<file path="config.mk">
export PLATFORM = sky130hd
export DESIGN_NAME = button_gesture_decoder
export DESIGN_NICKNAME = d
export VERILOG_FILES = /design/src/rtl/button_gesture_decoder.sv
export SDC_FILE = /design/constraint.sdc
export NUM_CORES = 1
export LEC_CHECK = 0
export CAP_MARGIN = 25
export CORE_MARGIN = 1
export CORE_UTILIZATION = 55
export DETAILED_ROUTE_END_ITERATION = 16
export HOLD_SLACK_MARGIN = 0.08
export PLACE_DENSITY = 0.7
export SETUP_SLACK_MARGIN = 0.3
export SYNTH_ARGS = -nofsm -noshare
export SYNTH_HDL_FRONTEND = slang
export SYNTH_SLANG_ARGS = --single-unit
</file>
<file path="constraint.sdc">
create_clock -name clk -period 3.02 [get_ports clk]
set_clock_uncertainty 0.2 [all_clocks]
set_input_delay 0.302 -clock clk [delete_from_list [all_inputs] [get_ports clk]]
set_output_delay 0.302 -clock clk [all_outputs]
set_load 0.01 [all_outputs]
</file>
<file path="src/rtl/button_gesture_decoder.sv">
// -----------------------------------------------------------------------------
// button_gesture_decoder
//
// Turns the debounced press/release pulses of one button into user gestures:
// single click, double click, long press and, optionally, auto-repeat while the
// button stays held after a long press. One instance per physical button.
//
// Optional feature macro:
//   BUTTON_GESTURE_REPEAT_EN  - when defined, repeat_pulse ticks every
//                               REPEAT_CYCLES cycles while in the long-held
//                               state; when undefined, repeat_pulse is tied 0.
//
// Parameters:
//   CNT_W          width of the shared timing counter
//   DBL_CYCLES     double-click window measured from the first release
//   LONG_CYCLES    hold time that qualifies as a long press
//   REPEAT_CYCLES  auto-repeat period (used only with BUTTON_GESTURE_REPEAT_EN)
//
// Ports:
//   clk           in   system clock
//   rst           in   synchronous active-high reset
//   btn_down      in   1-cycle pulse, debounced press
//   btn_up        in   1-cycle pulse, debounced release
//   click         out  1-cycle pulse, single click recognised
//   double_click  out  1-cycle pulse, double click recognised
//   long_press    out  1-cycle pulse, hold reached LONG_CYCLES
//   repeat_pulse  out  1-cycle pulse, auto-repeat tick
//   busy          out  level, a gesture is in progress
// -----------------------------------------------------------------------------
module button_gesture_decoder #(
  parameter int unsigned CNT_W         = 26,
  parameter int unsigned DBL_CYCLES    = 25_000_000,
  parameter int unsigned LONG_CYCLES   = 50_000_000,
  parameter int unsigned REPEAT_CYCLES = 10_000_000
) (
  input  logic clk,
  input  logic rst,
  input  logic btn_down,
  input  logic btn_up,
  output logic click,
  output logic double_click,
  output logic long_press,
  output logic repeat_pulse,
  output logic busy
);

  typedef enum logic [2:0] {
    IDLE   = 3'd0,
    PRESS1 = 3'd1,
    WAIT2  = 3'd2,
    PRESS2 = 3'd3,
    LONG   = 3'd4
  } state_t;

  // Elaboration-time sanity check of the timing parameters.
  localparam longint unsigned CNT_SPAN = 64'd1 << CNT_W;
  localparam bit CFG_OK =
      (DBL_CYCLES    >= 32'd2) && (64'(DBL_CYCLES)    < CNT_SPAN) &&
      (LONG_CYCLES   >= 32'd2) && (64'(LONG_CYCLES)   < CNT_SPAN) &&
      (REPEAT_CYCLES >= 32'd2) && (64'(REPEAT_CYCLES) < CNT_SPAN);

  if (!CFG_OK) begin : g_cfg_err
    $error("button_gesture_decoder: *_CYCLES must be >= 2 and < 2**CNT_W");
  end

  // The counter holds "cycles spent in this state minus one" at the edge where
  // the timeout fires, so the compare values are the period minus one.
  localparam logic [CNT_W-1:0] DBL_LAST  = CNT_W'(DBL_CYCLES - 32'd1);
  localparam logic [CNT_W-1:0] LONG_LAST = CNT_W'(LONG_CYCLES - 32'd1);
  localparam logic [CNT_W-1:0] CNT_MAX   = {CNT_W{1'b1}};
  localparam logic [CNT_W-1:0] CNT_ONE   = CNT_W'(32'd1);
  localparam logic [CNT_W-1:0] CNT_ZERO  = {CNT_W{1'b0}};

  state_t           state_r;
  state_t           state_nx;
  logic [CNT_W-1:0] cnt_r;
  logic [CNT_W-1:0] cnt_nx;

  logic click_nx;
  logic double_nx;
  logic long_nx;
  logic busy_nx;
  logic repeat_tick;

  // Simultaneous press and release pulses cancel each other out.
  logic down_ev;
  logic up_ev;
  logic dbl_hit;
  logic long_hit;

  assign down_ev  = btn_down & ~btn_up;
  assign up_ev    = btn_up & ~btn_down;
  assign dbl_hit  = (cnt_r == DBL_LAST);
  assign long_hit = (cnt_r == LONG_LAST);

`ifdef BUTTON_GESTURE_REPEAT_EN
  localparam logic [CNT_W-1:0] REPEAT_LAST = CNT_W'(REPEAT_CYCLES - 32'd1);
  logic repeat_r;

  // A release in the same cycle as a tick wins and suppresses the tick.
  assign repeat_tick = (state_r == LONG) && !up_ev && (cnt_r == REPEAT_LAST);
`else
  assign repeat_tick = 1'b0;
`endif

  // State register, timing counter and registered gesture outputs.
  always_ff @(posedge clk) begin
    if (rst) begin
      state_r      <= IDLE;
      cnt_r        <= CNT_ZERO;
      click        <= 1'b0;
      double_click <= 1'b0;
      long_press   <= 1'b0;
      busy         <= 1'b0;
    end else begin
      state_r      <= state_nx;
      cnt_r        <= cnt_nx;
      click        <= click_nx;
      double_click <= double_nx;
      long_press   <= long_nx;
      busy         <= busy_nx;
    end
  end

`ifdef BUTTON_GESTURE_REPEAT_EN
  // Auto-repeat output register.
  always_ff @(posedge clk) begin
    if (rst) begin
      repeat_r <= 1'b0;
    end else begin
      repeat_r <= repeat_tick;
    end
  end

  assign repeat_pulse = repeat_r;
`else
  assign repeat_pulse = 1'b0;
`endif

  // Next-state logic; an input event always takes priority over a timeout.
  always_comb begin
    state_nx = state_r;
    case (state_r)
      IDLE: begin
        if (down_ev) state_nx = PRESS1;
        else         state_nx = IDLE;
      end
      PRESS1: begin
        if (up_ev)         state_nx = WAIT2;
        else if (long_hit) state_nx = LONG;
        else               state_nx = PRESS1;
      end
      WAIT2: begin
        if (down_ev)      state_nx = PRESS2;
        else if (dbl_hit) state_nx = IDLE;
        else              state_nx = WAIT2;
      end
      PRESS2: begin
        if (up_ev)         state_nx = IDLE;
        else if (long_hit) state_nx = LONG;
        else               state_nx = PRESS2;
      end
      LONG: begin
        if (up_ev) state_nx = IDLE;
        else       state_nx = LONG;
      end
      default: state_nx = IDLE;
    endcase
  end

  // Counter: cleared on any state change or repeat tick, else saturating count.
  always_comb begin
    cnt_nx = cnt_r;
    if (state_nx != state_r) begin
      cnt_nx = CNT_ZERO;
    end else if (repeat_tick) begin
      cnt_nx = CNT_ZERO;
    end else if (cnt_r != CNT_MAX) begin
      cnt_nx = cnt_r + CNT_ONE;
    end else begin
      cnt_nx = cnt_r;
    end
  end

  // Output decode: next values of the registered gesture pulses.
  always_comb begin
    click_nx  = 1'b0;
    double_nx = 1'b0;
    long_nx   = 1'b0;
    busy_nx   = (state_nx != IDLE);
    case (state_r)
      IDLE: begin
        click_nx = 1'b0;
      end
      PRESS1: begin
        long_nx = !up_ev && long_hit;
      end
      WAIT2: begin
        click_nx = !down_ev && dbl_hit;
      end
      PRESS2: begin
        double_nx = up_ev;
        // A second press held long still counts the first tap as a click.
        click_nx  = !up_ev && long_hit;
        long_nx   = !up_ev && long_hit;
      end
      LONG: begin
        long_nx = 1'b0;
      end
      default: begin
        click_nx = 1'b0;
      end
    endcase
  end

endmodule

</file>
After elaboration in Yosys (flattened, before gate mapping)
Cells that the tools add are included.
{"block": "word_totals", "elab_cells": 41, "register_bits": 33}
{"block": "op_classes", "mux": 10, "bitwise_logic": 6, "reduce_logical": 10, "eq_ne": 8, "addsub": 1}
{"operator": "adder 26 x 1 -> 26 bit, second input constant", "count": 1}
{"operator": "== test 26 x 25 -> 1 bit, second input constant", "count": 1}
{"operator": "== test 26 bit, second input constant", "count": 1}
{"operator": "inequality test 26 bit, second input constant", "count": 1}
{"operator": "two-way mux 3 bit", "count": 5}
{"operator": "one-hot mux 3 bit (5 select lines)", "count": 1}
{"operator": "OR reduction 2 bit", "count": 4}
{"operator": "== test 3 x 2 -> 1 bit, second input constant", "count": 2}
{"operator": "two-way mux 2 bit", "count": 2}
{"operator": "NOT 1 bit", "count": 4}
{"operator": "== test 3 x 1 -> 1 bit, second input constant", "count": 1}
{"operator": "== test 3 bit, second input constant", "count": 1}
{"operator": "zero test 3 bit", "count": 1}
{"operator": "inequality test 3 bit", "count": 1}
{"operator": "nonzero test 3 bit", "count": 1}
{"operator": "bitwise AND 1 bit", "count": 2}
{"operator": "logical AND 1 bit", "count": 2}
{"operator": "zero test 1 bit", "count": 2}
{"operator": "one-hot mux 1 bit (2 select lines)", "count": 1}
{"operator": "two-way mux 1 bit", "count": 1}

Longest topological paths before layout
Gate-level depths: netlist of the first run.
{"block": "logic_depth", "word_depth": 6, "ltp_mapped": 7, "ltp_nobuf": 6}

Worst setup path after synthesis of the first run
OpenSTA, ideal clock, no wires.
{"block": "synth_path", "path_kind": "flip-flop to flip-flop", "from": "register cnt_r[0]", "to": "register cnt_r[1]", "synth_period_minus_slack_ps": 2256, "stages_incl_launch_ff": 8, "setup_slack_ps": 764, "arrival_time_ps": 1941, "setup_time_ps": 114, "cell_sequence": "dfxtp_1 ha_1 nand3_2 or4_4 nor3_4 buf_6 mux2i_1 nor2_1"}
{"block": "synth_between", "elab_chain_len": 6, "word_cells_on_any_way": 13, "classes_between": "add/sub: 1; eq/ne: 4; mux: 7; reduce/logical: 1"}
{"element": "start, declared", "line": "76", "source": "logic [CNT_W-1:0] cnt_r;"}
{"element": "start signal, assigned", "line": "117", "source": "cnt_r <= cnt_nx;"}
{"element": "== test 26 bit / == test 26 x 25 -> 1 bit (equally long branches)", "line": "94, 93"}
{"element": "two-way mux 3 bit, or another cell as far along", "line": "160", "source": "else if (long_hit) state_nx = LONG;"}
{"element": "two-way mux 3 bit, or another cell as far along", "line": "159", "source": "if (up_ev) state_nx = IDLE;"}
{"element": "one-hot mux 3 bit (5 select lines)", "line": "143", "source": "case (state_r)"}
{"element": "inequality test 3 bit", "line": "174", "source": "if (state_nx != state_r) begin"}
{"element": "OR reduction 2 bit (no source line)"}
Several ways; a longest one is shown, not always the timed one.
A chain may end at the register's enable or synchronous reset.

Worst setup path after layout of the first run
Ends and elaborated chain as after synthesis.

==> flow_results.org, run 1 <==
** Routing
- After detailed routing, the total wire length is 4140 µm.
- Via density :: roughly 6.4
- Vias :: 1769
- In this run the remaining antenna-violating nets after routing total 0.
- For this run, design rule violations remaining after detail routing come to 0.
- Count of TritonRoute iterations in the first routing pass :: 4
- In the final routed layout, each cell accounts on average for roughly 15 µm.
- Iteration-0 DRC Markers :: roughly 130

** Global route
- Maximum number of pins on one net before global-route repair :: 17
- The number of global-route vias before repair was between 1500 and 2000.
- Across every metal layer, demand over resource in global routing totals 0.269.
- Remaining global-route overflow :: 0
- Number of antenna violations at the first check in global routing :: 0
- The first global-routing pass estimated 7120 µm of wire.

** Placement
- OpenSTA, run right after detailed placement, puts the worst setup slack at just over 500 ps.
- Final GP Congestion :: 0.920
- Port buffering added 7 buffers.
- The wire-length estimate of the detail-placed layout is 3040 µm.
- Counting tap cells, the placed design contains a total of between 200 and 300 instances.

** Pwr
- Of the total power, the share spent switching nets is 0.217.
- The analysis attributes to cell leakage a power of approximately 0.00059 µW.
- Across the VDD grid, the largest voltage drop is 0.202 mV.
- Cell area power density :: roughly 420 mW/mm²
- Fraction of power consumed by combinational cells :: 0.054
- Of the total power, the clock network draws 0.414.
- Design internal power :: roughly 660 µW
- Net switching power :: about 180 µW
- The share of total power dissipated in sequential elements is 0.532.

** Yosys
- Area share of xor/xnor cells in the synthesized design :: 0.0289
- Netlist cell types :: 49
- Total number of yosys warnings :: 0
- Netlist area before placement :: 0.00182 mm²
- Post-Syn Nets :: 226
- Of the synthesized area, sequential elements account for 0.364.
- Main combinational cell family by area after synthesis :: simple AND/OR/NAND/NOR gates
- Cells after Synth :: ~220
- Counting flops with an async set or reset pin after synthesis yields a share of 0.
- The area fraction in compound gates after synthesis was 0.182.
- In this run the mean area of a mapped cell was ~8.2 µm².
- Mux contribution to synthesized area :: 0.00551
- Counting flops and latches in the post-synthesis netlist gives 33.
- Most common flop cell mapped by yosys :: dfxtp_1
- Of the total synthesized cell area, the portion taken by full adders, half adders and majority gates is 0.00689.
- Of the total synthesized cell area, the portion taken by AND, OR, NAND and NOR gates is 0.378.
- Counting flops with a built-in enable in the synthesized netlist gives 0.

** Worst setup path
- Max incr delay on CP :: 630 ps
- CP Max Fanout :: 16
- STA puts the critical path data required time at 3060 ps.
- Worst Path Class, Setup :: flip-flop to flip-flop
- Critical path endpoint category :: flip-flop
- Chain of cells forming the critical path :: ha_1, nand3_2, or4_4, nor3_4, mux2i_1, nor2_1
- Endpoint arrival time on the critical path :: roughly 2600 ps
- Kind of start point of the critical path :: flip-flop
- For this design, the slowest cell found on the critical path is or4_4.

** Final layout
- After filler insertion, the fill cell instance count of the layout stands at just under 300.
- Synth-to-layout area growth :: 10.1%
- The multi-input combinational cells in the finished layout cover a total of between 0.001 and 0.0015 mm².
- # diodes :: 0
- Commonest cells after routing, fill and taps aside :: dfxtp_1 (33), a21oi_1 (19), nor2_1 (16)
- Final standard cell count with taps included and fillers excluded :: 276
- The library cell used most frequently in the layout, excluding fill and tap cells, is dfxtp_1.
- The final layout contains 236 nets.
- Summing all flip-flop and latch instances after layout gives 661 µm².
- Fraction of layout cells with a size suffix above 1 :: 0.0776

** Floorplan
- Die outline width :: around 59 µm
- I/O pin count :: 9
- Die Outline Area :: 0.00353 mm²
- In this run the vertical extent of the chip is between 50 and 60 µm.
- After floorplanning, the core was sized to cover between 0.003 and 0.004 mm².
- The initial utilization of the core area, before any placement, comes to 0.585.
- The initialized floorplan defines 20 standard-cell rows.

** Clock tree
- Total setup buffers inserted after CTS :: 0
- At the later pin of the worst-skew pair, clock insertion delay measures 340 ps.
- Sinks on Clock Net :: 33
- Clock slew seen by the registers of the worst setup and hold paths :: about 100 ps
- Hold repair after CTS inserted 0 buffers.
- Clock buffers created by TritonCTS :: 5
- TritonCTS built the clock tree.
- Root buffer cell :: clkbuf_4
- H-tree level count :: 2
- Post-CTS repair changed the size of 0 cells.
- No sink is reached through more buffers than the 2 on the longest clock path.

** STA
- The final number of hold-violating endpoints is 0.
- Setup violators final :: 0
- Setup repair after global routing left no endpoint under its margin.
- Across all hold checks on the routed design, the worst slack comes to around 330 ps.
- Max-slew headroom at the worst pin :: 0.545
- Slew @ Worst Pin :: about 680 ps
- Shortest clock period the worst path allows after layout :: about 2500 ps
- Dividing the final minimum period by the clock period gives 0.840.
- Summed negative setup slack over all endpoints :: 0 ps
- The count of pins over their slew limit came to 0.
- Final setup margin :: about 480 ps
- Timing would allow up to slightly below 0.4 GHz.

** Status
- The flow ran to the end, and the final reports show no timing, DRC or antenna violations.

** Min path
- The min-delay analysis places its worst path in the category flip-flop to flip-flop.

** Run
- Across the run, the number of max-cap violations was 0.
-- through the flow --
stage,total power [µW],util,cell area [µm²]
after floorplan,486,-,1820
after global placement,501,0.617,1910
after detailed placement,502,0.617,1910
after CTS,849,0.644,2000
after global routing,867,0.644,2000
final,839,0.644,2000
-- state kept, by name, summed over array words and instances, names as in the netlist --
register / count
cnt_r: 26
long_press: 1
double_click: 1
click: 1
busy: 1
state_r: 3
-- power groups by stage --
| stage | combinational [µW] | clock, µW | sequential [µW] |
|---|---|---|---|
| 2_1_floorplan | 31.0 | 0 | 455 |
| 3_3_place_gp | 44.9 | 0 | 456 |
| 3_5_place_dp | 45.2 | 0 | 457 |
| 4_1_cts | 45.5 | 357 | 447 |
| 5_1_grt | 50.0 | 369 | 448 |
| 6_report | 45.2 | 347 | 447 |
-- synth_stat cells (all sizes together), types with 4 or more instances --
cell / n / area, µm²
nor4: 9 / 68.8
nand3: 13 / 70.1
or4: 10 / 78.8
o21ai: 12 / 60.1
a21oi: 19 / 95.1
and3: 7 / 43.8
o31ai: 8 / 60.1
dfxtp: 33 / 661
nor3: 9 / 56.3
nor2b: 4 / 25.0
nand2: 13 / 48.8
xor2: 4 / 35.0
nor2: 16 / 60.1
inv: 5 / 18.8
or3: 12 / 75.1
nand4: 9 / 56.3
-- cell type report --
class / count / share of cell area
Multi-Input combinational cell: 177 / 0.548
Sequential cell: 33 / 0.330
Inverter: 5 / 0.00939
Clock buffer: 7 / 0.0275
Timing Repair Buffer: 9 / 0.0426
Clock inverter: 1 / 0.0150
Tap cell: 44 / 0.0275
-- metal layers --
metal	routed length, µm	vias up	GRT usage	share of wire
met3	322	7	0.0699	0.078
met5	0	-	0	0
met1	1820	814	0.330	0.44
li1	-	878	-	-
met2	1950	70	0.441	0.47
met4	52	0	0.116	0.013
-- cell families after synthesis --
| logic type | Yosys count |
|---|---|
| other | 1 |
| XOR/XNOR | 6 |
| multiplexers | 1 |
| AO/OA/AOI/OAI | 53 |
| flip-flops | 33 |
| buffers and inverters | 11 |
| adder cells (fa/ha/maj) | 1 |
| AND/OR/NAND/NOR | 115 |
-- path summary, 6_finish.rpt --
check,start,cells after the start,end,slack (ps)
max,cnt_r[0],6,cnt_r[1],480
min reg2reg,cnt_r[14],2,cnt_r[14],330
min,cnt_r[14],2,cnt_r[14],330
max reg2reg,cnt_r[0],6,cnt_r[1],480
-- critical path, delay by kind of cell, from the launching register on --
kind,cells,cell delay [ps]
multiplexers,1,240
AND/OR/NAND/NOR,4,1370
adder cells (fa/ha/maj),1,220
flip-flops,1,400
Note: power is estimated with default switching activity, not from simulation.
==> run 2: changes to the inputs <==
==> constraint.sdc (replaced) <==
create_clock -name clk -period 2.37 [get_ports clk]
set_clock_uncertainty 0.2 [all_clocks]
set_input_delay 0.237 -clock clk [delete_from_list [all_inputs] [get_ports clk]]
set_output_delay 0.237 -clock clk [all_outputs]
set_load 0.01 [all_outputs]
==> run 2 against run 1 <==
Against the previous run:
- via count is 16% higher
- largest cell class unchanged
- combinational power is 85% higher
- clock power is 8.1% lower
- critical path depth is 1 lower
- cell area is 28% higher
- largest power group unchanged
- first-iteration DRC count is 60% higher
- critical path type unchanged
==> flow_results.org, run 2 (same netlist as run 1, synthesis figures left out) <==
** Status
- The flow ran to the end, and the final reports show no timing, DRC or antenna violations.

** Worst setup path
- Endpoint arrival time on the critical path :: 2260 ps (-310 ps)
- STA classifies the critical path endpoint as a flip-flop.
- Critical path required time :: 2450 ps (-610 ps)
- CP Max Fanout :: 5 (-11)
- STA classifies the critical path startpoint as a flip-flop.
- Max incr delay on CP :: 550 ps (-80 ps)
- The largest individual stage delay along the critical path comes from the cell or4_4.
- Worst Path Class, Setup :: flip-flop to flip-flop
- The critical path goes through nor4_4, nand2_4, or4_4, or3_4, nor3_2.

** Floorplan
- Starting density of the core :: 0.585 (unchanged)
- The total die area is 0.00353 mm² (unchanged).
- The area inside the core boundary came to 0.00310 mm² (unchanged).
- The die outline width is 59.5 µm (unchanged).
- The number of placement rows was 20 (unchanged).
- Vertical extent of the die :: 59.5 µm (unchanged)
- The I/O pin count is 9 (unchanged).

** Routing
- Via density :: 6.57 (+2.6%)
- Vias :: 2051 (+16%)
- The met3 layer wire length in the routed design came to 490 µm (+52%).
- The met1 layer wirelength in the final routing came to 2290 µm (+26%).
- In this run the top signal layer used is met4.
- The count of TritonRoute iterations in the first routing pass is 5 (+1).
- The per-cell routed wire length was 18.5 µm (+23%).
- Iteration-0 DRC Markers :: 205 (+60%)
- The final wirelength was 5760 µm (+39%).
- Remaining design rule violation count :: 0 (unchanged)
- The total length of routed met2 wires came to 2720 µm (+40%).
- The count of nets left with antenna violations after detail routing came to 0 (unchanged).

** Pwr
- The worst-case vdd ir drop is 0.314 mV (+55%).
- Design internal power :: 702 µW (+6.8%)
- The share of total power in combinational logic came to 0.087 (+0.033).
- The sequential cell fraction of total power was 0.583 (+0.051).
- Leakage dissipation :: 0.000832 µW (+41%)
- Switching share of power :: 0.272 (+0.0549)
- Net switching power :: 263 µW (+44%)
- Clk pwr share :: 0.331 (-0.083)
- The power density over the cells was 378 mW/mm² (-9.9%).

** Clock tree
- The depth of the CTS H-tree is 2 (unchanged).
- The clock latency on the worst-skew pair came to 350 ps (about the same).
- The clock buffer count from CTS was 5 (unchanged).
- The number of hold-repair buffers added at the cts stage is 0 (unchanged).
- The clock-pin transition on the worst setup and hold timing paths came to 110 ps (about the same).
- Sinks on Clock Net :: 33 (unchanged)
- Maximum clock path buffer count :: 2 (unchanged)
- The tree is rooted in a clkbuf_4.
- TritonCTS built the clock tree.

** Global route
- The number of global-route vias before repair was 1881 (+18%).
- The total track usage is 0.349 (+0.0808).
- The aggregate global routing overflow was 0 (unchanged).
- Number of antenna violations at the first check in global routing :: 0 (unchanged)
- The maximum number of pins on one net before global-route repair is 12 (-5).
- The wire length of the first global-routing pass was 8930 µm (+25%).

** Final layout
- Largest registers :: cnt_r: 26 flops, state_r: 3 flops
- The post-route cell area came to 0.00255 mm² (+28%).
- The count of filler cells inserted in the layout came to 205 (-29%).
- The number of antenna repair diodes came to 0 (unchanged).
- Synth-to-layout area growth :: 40.5%
- The final net count came to 272 (+15%).
- Number of flip-flops in the largest register :: 26 (unchanged)
- Leaving out fill and tap cells, the most frequent cell in the layout is buf_4.
- Commonest cells after routing, fill and taps aside :: buf_4 (31), dfxtp_1 (17), nor2_1 (13)
- The fraction of the core area covered by cells at the end of the flow was 0.822 (+0.178).
- The fraction of final layout cells with drive strength greater than 1 was 0.407 (+0.329).
- Register bank with the most flops :: cnt_r

** Run
- Max-capacitance violation count :: 0 (unchanged)

** STA
- The share of the cycle needed by the critical path after routing was 0.916 (+0.0763).
- Pins over their slew limit :: 0 (unchanged)
- The final number of hold-violating endpoints was 0 (unchanged).
- The relative slew slack came to 0.620 (+0.0754).
- Maximum operating frequency :: 0.460 GHz (+17%)
- Setup repair after global routing missed its margin :: true
- Summed negative setup slack over all endpoints :: 0 ps (unchanged)
- Setup violators final :: 0 (unchanged)
- The worst-margin pin slew was 565 ps (-111 ps).
- The final critical delay including setup and external delays came to 2170 ps (-365 ps).

** Min path
- The tightest min-delay check is of the flip-flop to flip-flop type.

** Placement
- The total placed instance area is 0.00203 mm² (+6.0%).
- Number of I/O port buffers :: 7 (unchanged)
- Final GP Congestion :: 0.894 (-2.8%)
- The HPWL reported at the end of detailed placement came to 3390 µm (+12%).
==> run 2: repair_timing <==
item / 4_1_cts / 5_1_grt
pin swaps: 8 / 8
setup buffers: 19 / 4
cloned: 1 / 1
endpoints found under the setup margin: 26 / 30
gates resized for setup: 26 / 51
==> run 2: critical path: cells and delay by family, from the launching register on <==
kind             cells  cell delay, ps
AND/OR/NAND/NOR      5            1510
flip-flops           1             390
==> run 2: area by class of cell <==
| cell class | count | area (µm²) | area share |
|---|---|---|---|
| well taps | 44 | 55.1 | 0.0216 |
| clock buffers | 6 | 41.3 | 0.0162 |
| flip-flops and latches | 33 | 703 | 0.276 |
| inverters | 5 | 18.8 | 0.00736 |
| clock inverters | 2 | 10.0 | 0.00392 |
| repair buffers | 45 | 382 | 0.150 |
| multi-input cells | 177 | 1340 | 0.526 |
==> run 2: power groups by stage <==
| stage | sequential [µW] | combinational, µW | clock (µW) |
|---|---|---|---|
| 2_1_floorplan | 582 | 41.1 | 0 |
| 3_3_place_gp | 584 | 59.4 | 0 |
| 3_5_place_dp | 584 | 60.7 | 0 |
| 4_1_cts | 568 | 73.3 | 323 |
| 5_1_grt | 563 | 89.6 | 350 |
| 6_report | 562 | 83.5 | 319 |
==> run 2: final timing paths <==
check	startpoint	end	slack, ps	cells after the start
setup / recovery	cnt_r[10]	long_press	200	5
hold / removal	cnt_r[17]	cnt_r[17]	310	2
setup reg to reg	cnt_r[10]	long_press	200	5
hold reg to reg	cnt_r[17]	cnt_r[17]	310	2
==> run 2: per-stage QoR <==
step	instances	hold slack (ps)	setup slack [ps]	total power (µW)
after CTS	307	306	279	965
after floorplan	221	114	279	623
after global placement	279	279	57.0	643
after global routing	312	336	135	1000
after detailed placement	279	295	72.5	645
final	312	310	198	965
==> run 2: metal layers <==
metal  up-vias  GRT usage
met3        27     0.0939
met2       124      0.573
li1        949          -
met5         -          0
met4         0      0.184
met1       951      0.415
==> run 3: changes to the inputs <==
--- a/config.mk
+++ b/config.mk
@@ -9,6 +9,7 @@
 export CORE_MARGIN = 1
 export CORE_UTILIZATION = 55
 export DETAILED_ROUTE_END_ITERATION = 16
+export GPL_TIMING_DRIVEN = 0
 export HOLD_SLACK_MARGIN = 0.08
 export PLACE_DENSITY = 0.7
 export SETUP_SLACK_MARGIN = 0.3
==> constraint.sdc (replaced) <==
create_clock -name clk -period 2.6 [get_ports clk]
set_clock_uncertainty 0.2 [all_clocks]
set_input_delay 0.26 -clock clk [delete_from_list [all_inputs] [get_ports clk]]
set_output_delay 0.26 -clock clk [all_outputs]
set_load 0.01 [all_outputs]
==> run 3 against run 2 <==
Against the previous run:
- critical path depth is the same
- global-route usage down 7.2 points
- non-clock buffer count shrank 20
- sequential power decreased by 7.7%
- utilization decreased by 11 points
- highest routed layer unchanged
==> flow_results.org, run 3 (same netlist as run 1, synthesis figures left out) <==
** Status
- Result of the run :: complete, no violations

** STA
- The final number of hold-violating endpoints came to 0 (unchanged).
- The final sum of negative setup slack is 0 ps (unchanged).
- The worst-margin pin slew came to 651 ps (+85.8 ps).
- The final critical delay including setup and external delays is 2250 ps (+78.3 ps).
- Portion of the clock cycle consumed by the worst path in the final layout :: 0.866 (-0.0509)
- The least setup slack across all paths after layout was 350 ps (+152 ps).
- The relative slew slack is 0.562 (-0.0583).
- Setup violators final :: 0 (unchanged)
- Pins over their slew limit :: 0 (unchanged)
- The hold slack came to 320 ps (+9.39 ps).
- The fmax was 0.444 GHz (-3.5%).
- Setup repair after global routing missed its margin :: true

** Floorplan
- I/O pin count :: 9 (unchanged)
- Core area :: 0.00310 mm² (unchanged)
- The total die area was 0.00353 mm² (unchanged).
- The die outline width was 59.5 µm (unchanged).
- The number of placement rows was 20 (unchanged).
- Vertical extent of the die :: 59.5 µm (unchanged)
- The starting utilization of the core area is 0.585 (unchanged).

** Placement
- The HPWL reported at the end of detailed placement came to 3080 µm (-9.2%).
- Worst slack at placement :: 41.9 ps (-30.6 ps)
- The total placed instance area is 0.00194 mm² (-4.4%).
- Number of I/O port buffers :: 7 (unchanged)
- Final GP Congestion :: 0.949 (+6.1%)

** Pwr
- Leakage dissipation :: 0.000667 µW (-20%)
- The overall power came to 935 µW (-3.1%).
- The worst-case vdd ir drop is 0.302 mV (-3.7%).
- Cell area power density :: 420 mW/mm² (+11%)

** Final layout
- Register bank with the most flops :: cnt_r
- The largest registers in the layout are cnt_r: 26 flops, state_r: 3 flops.
- Post-route cell area :: 0.00222 mm² (-13%)
- The area occupied by multi-input gates came to 0.00121 mm² (-10%).
- # diodes :: 0 (unchanged)
- Most common cell after layout, fill and taps aside :: dfxtp_1
- Synth-to-layout area growth :: 22.5%
- Number of nets in the final layout :: 252 (-7.4%)
- Number of filler cells placed in the layout :: 258 (+26%)
- The fraction of final layout cells with drive strength greater than 1 came to 0.190 (-0.217).
- Storage cell area :: 672 µm² (-4.4%)
- In the layout the commonest cells are dfxtp_1 (28), a21oi_1 (19), nor2_1 (16).
- The number of flip-flops under the largest register name was 26 (unchanged).

** Worst setup path
- Worst Path Class, Setup :: flip-flop to flip-flop
- Worst reg2reg path startpoint :: cnt_r[10]
- The number of cells on the worst reg-to-reg path came to 5 (unchanged).
- CP Max Fanout :: 6 (+1)
- Reg2reg setup slack :: 350 ps (+150 ps)
- Worst r2r dst :: cnt_r[21]
- Critical path endpoint category :: flip-flop
- Critical path required time :: 2700 ps (+250 ps)
- Kind of start point of the critical path :: flip-flop
- Endpoint arrival time on the critical path :: 2350 ps (+90 ps)

** Min path
- The tightest min-delay check is of the flip-flop to flip-flop type.
- The worst hold path begins at cnt_r[14].
- The worst hold path terminates at cnt_r[14].
- Cell count of the worst hold path :: 2 (unchanged)

** Global route
- Number of antenna violations at the first check in global routing :: 0 (unchanged)
- The wire length of the first global-routing pass came to 7210 µm (-19%).
- Vias in the first global route :: 1609 (-14%)
- The maximum number of pins on one net before global-route repair is 11 (-1).
- The total track usage came to 0.277 (-0.0723).
- Remaining global-route overflow :: 0 (unchanged)

** Clock tree
- The largest buffer count on any clock path came to 2 (unchanged).
- CTS tree :: built
- The clock-pin transition on the worst setup and hold timing paths is 110 ps (about the same).
- Number of hold buffers added after CTS :: 0 (unchanged)
- The cell sitting at the root of the clock tree is a clkbuf_4.
- Clock buffers created by TritonCTS :: 5 (unchanged)
- Sinks on Clock Net :: 33 (unchanged)
- Source-to-sink clock delay at the later pin of the worst-skew pair :: 360 ps (about the same)
- The depth of the CTS H-tree is 2 (unchanged).

** Routing
- The count of nets left with antenna violations after detail routing was 0 (unchanged).
- Remaining design rule violation count :: 0 (unchanged)
- Iteration-0 DRC Markers :: 163 (-20%)
- Drt wl/cell :: 16.6 µm (-10%)
- Count of TritonRoute iterations in the first routing pass :: 4 (-1)
- Via density :: 6.45 (-1.9%)
- The final wirelength came to 4840 µm (-16%).
- The vias after detailed routing came to 1883 (-8.2%).

** Run
- Max-capacitance violation count :: 0 (unchanged)
[run 3: cell count changes in the layout (fill, tap and decap cells not counted), moves of 4 or more]
cell | previous run | this run
dfxtp_2 | 7 | 3
buf_6 | 7 | 3
dfxtp_1 | 17 | 28
or3_4 | 4 | 0
a21oi_1 | 11 | 19
a21oi_2 | 8 | 0
or3_1 | 8 | 12
dfxtp_4 | 9 | 2
buf_4 | 31 | 11
[run 3: per-stage QoR]
step                cells  utilization
floorplan             221            -
global placement      272        0.625
detailed placement    272        0.625
CTS                   284        0.668
global route          292        0.717
finish                292        0.717
[run 3: critical path, cell delays in order, from the launching register on]
cell     delay, ps
dfxtp_1        510
nand3_1        250
nor4_1         610
nand3_1        170
or3_1          330
a21oi_1        140
[run 3: routing by layer]
| metal | wire length, µm | share of wire | global-route usage |
|---|---|---|---|
| met1 | 2100 | 0.43 | 0.347 |
| met2 | 2310 | 0.48 | 0.440 |
| met3 | 319 | 0.066 | 0.0742 |
| met4 | 112 | 0.023 | 0.133 |
| met5 | 0 | 0 | 0 |
[run 3: power breakdown]
| part | switching [µW] | internal, µW |
|---|---|---|
| sequential | 7.32 | 512 |
| clock | 185 | 157 |
| combinational | 42.6 | 31.3 |
[run 3: worst max path at each step]
stage                      to  startpoint  slack (ps)
global placement     cnt_r[2]    cnt_r[0]          90
global route        cnt_r[19]    cnt_r[2]         260
detailed placement   cnt_r[1]    cnt_r[0]          40
CTS                  cnt_r[1]    cnt_r[0]         270
finish              cnt_r[21]   cnt_r[10]         350
floorplan            cnt_r[1]    cnt_r[0]         340
[run 3: cell type report]
class                      count  area share
sequential                    33       0.302
multi-input combinational    177       0.542
inverter                       5     0.00844
timing repair buffer          19      0.0726
clock buffer                   7      0.0292
tap                           44      0.0247
clock inverter                 1     0.00225
buffer                         6      0.0186
[run 3: timing repair]
item,4_1_cts,5_1_grt
cloned,0,2
gates resized for setup,8,20
setup endpoints to repair,24,28
setup buffers,4,6
pin swaps,2,6
==> RTL change (config.mk and constraints of run 1) <==
Put one more register stage on the output `double_click`, without a reset. The value now appears one clock later. The other outputs are not delayed to match. Comments in the files are not updated.
--- a/src/rtl/button_gesture_decoder.sv
+++ b/src/rtl/button_gesture_decoder.sv
@@ -59,6 +59,8 @@
       (LONG_CYCLES   >= 32'd2) && (64'(LONG_CYCLES)   < CNT_SPAN) &&
       (REPEAT_CYCLES >= 32'd2) && (64'(REPEAT_CYCLES) < CNT_SPAN);
 
+  logic double_click_s0;
+
   if (!CFG_OK) begin : g_cfg_err
     $error("button_gesture_decoder: *_CYCLES must be >= 2 and < 2**CNT_W");
   end
@@ -109,14 +111,14 @@
       state_r      <= IDLE;
       cnt_r        <= CNT_ZERO;
       click        <= 1'b0;
-      double_click <= 1'b0;
+      double_click_s0 <= 1'b0;
       long_press   <= 1'b0;
       busy         <= 1'b0;
     end else begin
       state_r      <= state_nx;
       cnt_r        <= cnt_nx;
       click        <= click_nx;
-      double_click <= double_nx;
+      double_click_s0 <= double_nx;
       long_press   <= long_nx;
       busy         <= busy_nx;
     end
@@ -213,5 +215,9 @@
     endcase
   end
 
+  always_ff @(posedge clk) begin
+    double_click <= double_click_s0;
+  end
+
 endmodule
 
Check against the original RTL: not equivalent (a bounded check fails within 10 cycles, from zero or initial values and one cycle with rst high).
==> RTL change against run 1 <==
  * Clock power shrank 10%
  * Synthesized cell count grew 0.45%
  * Combinational power grew 5.3%
  * Setup slack gained 86 ps
  * Sequential cell count grew 1
  * Area after synthesis grew 1.1%
  * Sequential power grew 3%
  * Critical path type unchanged
  * Final area grew 2.2%
  * Total power shrank 2.3%
  * Highest routed layer unchanged
  * Wire length grew 5.3%
==> RTL change: results (changes against run 1) <==
* # clk buffers at 8 (was 7)
* DPL Wire Length at 3111 um (was 3038 um)
* Synth Area in Adders at 0.006817 (was 0.006892)
* Iteration count of the initial detailed-routing pass at 6 (was 4)
* Syn Nets at 227 (was 226)
* Area grow syn2layout at 11.32% (was 10.13%)
* WL met2 at 2008 um (was 1945 um)
* Crit path DAT at 2530 ps (was 2570 ps)
* Non-clock buffer share at 0.05634 (was 0.04255)
* Filler instances at 269 (was 290)
* Vias in the first global route at 1631 (was 1592)
* CP max FO at 5 (was 16)
* Multi-input combinational area share at 0.5358 (was 0.5476)
* WL met3 at 426 um (was 322 um)
* M3 GR Usage at 0.06710 (was 0.06987)
* Iteration-0 DRC count of the detailed router at 144 (was 128)
* GR met2 Demand/Resource at 0.4524 (was 0.4414)
* First-pass GRT wire length at 7548 um (was 7120 um)
* GR Util All Layers at 0.2835 (was 0.2686)
* Max-slew headroom at 0.4961 (was 0.5450)
* Sequential Power Share at 0.561 (was 0.532)
* Power per cell area at 401.3 mW/mm2 (was 419.8 mW/mm2)
* Lkg Pwr at 0.0006193 uW (was 0.0005912 uW)
* Count of state elements after synthesis at 34 (was 33)
* Peak supply drop at 0.0003621 V (was 0.0002020 V)
* GPL Wtd Cong at 0.8630 (was 0.9201)
* Most frequent cells after synthesis: 34 x dfxtp_1, 19 x a21oi_1, 16 x nor2_1 (was 33 x dfxtp_1, 19 x a21oi_1, 16 x nor2_1)
* Nets at 241 (was 236)
* Area after DPL at 0.001942 mm2 (was 0.001914 mm2)
* Sequential cell area share at 0.3331 (was 0.3304)
* Clock network area share at 0.03858 (was 0.04255)
* Status: finished, final reports clean (unchanged)
* Post-Synth XOR/XNOR Area at 0.02863 (was 0.02895)
* Register area share after synthesis at 0.3708 (was 0.3639)
* Compound-Gate Fraction of Synth Area at 0.1800 (was 0.1819)
* Clk pwr share at 0.381 (was 0.414)
* Clk_lat worst skew at 340 ps (about the same)
* WL final at 4354 um (was 4135 um)
* Synth top area cells: dfxtp_1 37%, a21oi_1 5.2%, or3_1 4.1% (was dfxtp_1 36%, a21oi_1 5.2%, or3_1 4.1%)
* Mapped Cells at 222 (was 221)
* Signal buffers at 13 (was 9)
* Area share of the largest cell type after synthesis at 0.3708 (was 0.3639)
* Mux cell area share after synthesis at 0.005453 (was 0.005513)
* Share of cells above drive strength 1 at 0.09705 (was 0.07759)
* Routing usage on met1 at 0.3651 (was 0.3297)
## RTL change: worst max-delay path: cells and delay by family, from the launching register on
family	cells	cell delay (ps)
compound gates	1	160
fa+ha+maj	1	220
flops	1	390
simple gates	4	1420
## RTL change: metrics by stage
step | util | setup WS (ps) | power, uW
after global routing | 0.6585 | 410.6 | 851.3
after CTS | 0.6512 | 458.2 | 830.5
after floorplan | - | 764.5 | 499.1
final | 0.6585 | 568.9 | 820.0
after detailed placement | 0.6258 | 475.7 | 517.3
after global placement | 0.6258 | 560.3 | 515.2
## RTL change: worst paths after layout
path / from / endpoint / slack, ps / cells past startpoint
max: cnt_r[0] / click / 570 / 6
min: double_click_s0 / double_click / 160 / 0
max reg2reg: cnt_r[0] / click / 570 / 6
min reg2reg: double_click_s0 / double_click / 160 / 0
## RTL change: timing repair
action | in CTS | in global routing
endpoints found under the hold margin | 0 | 0
endpoints found under the setup margin | 0 | 4
buffers inserted | 0 | 3
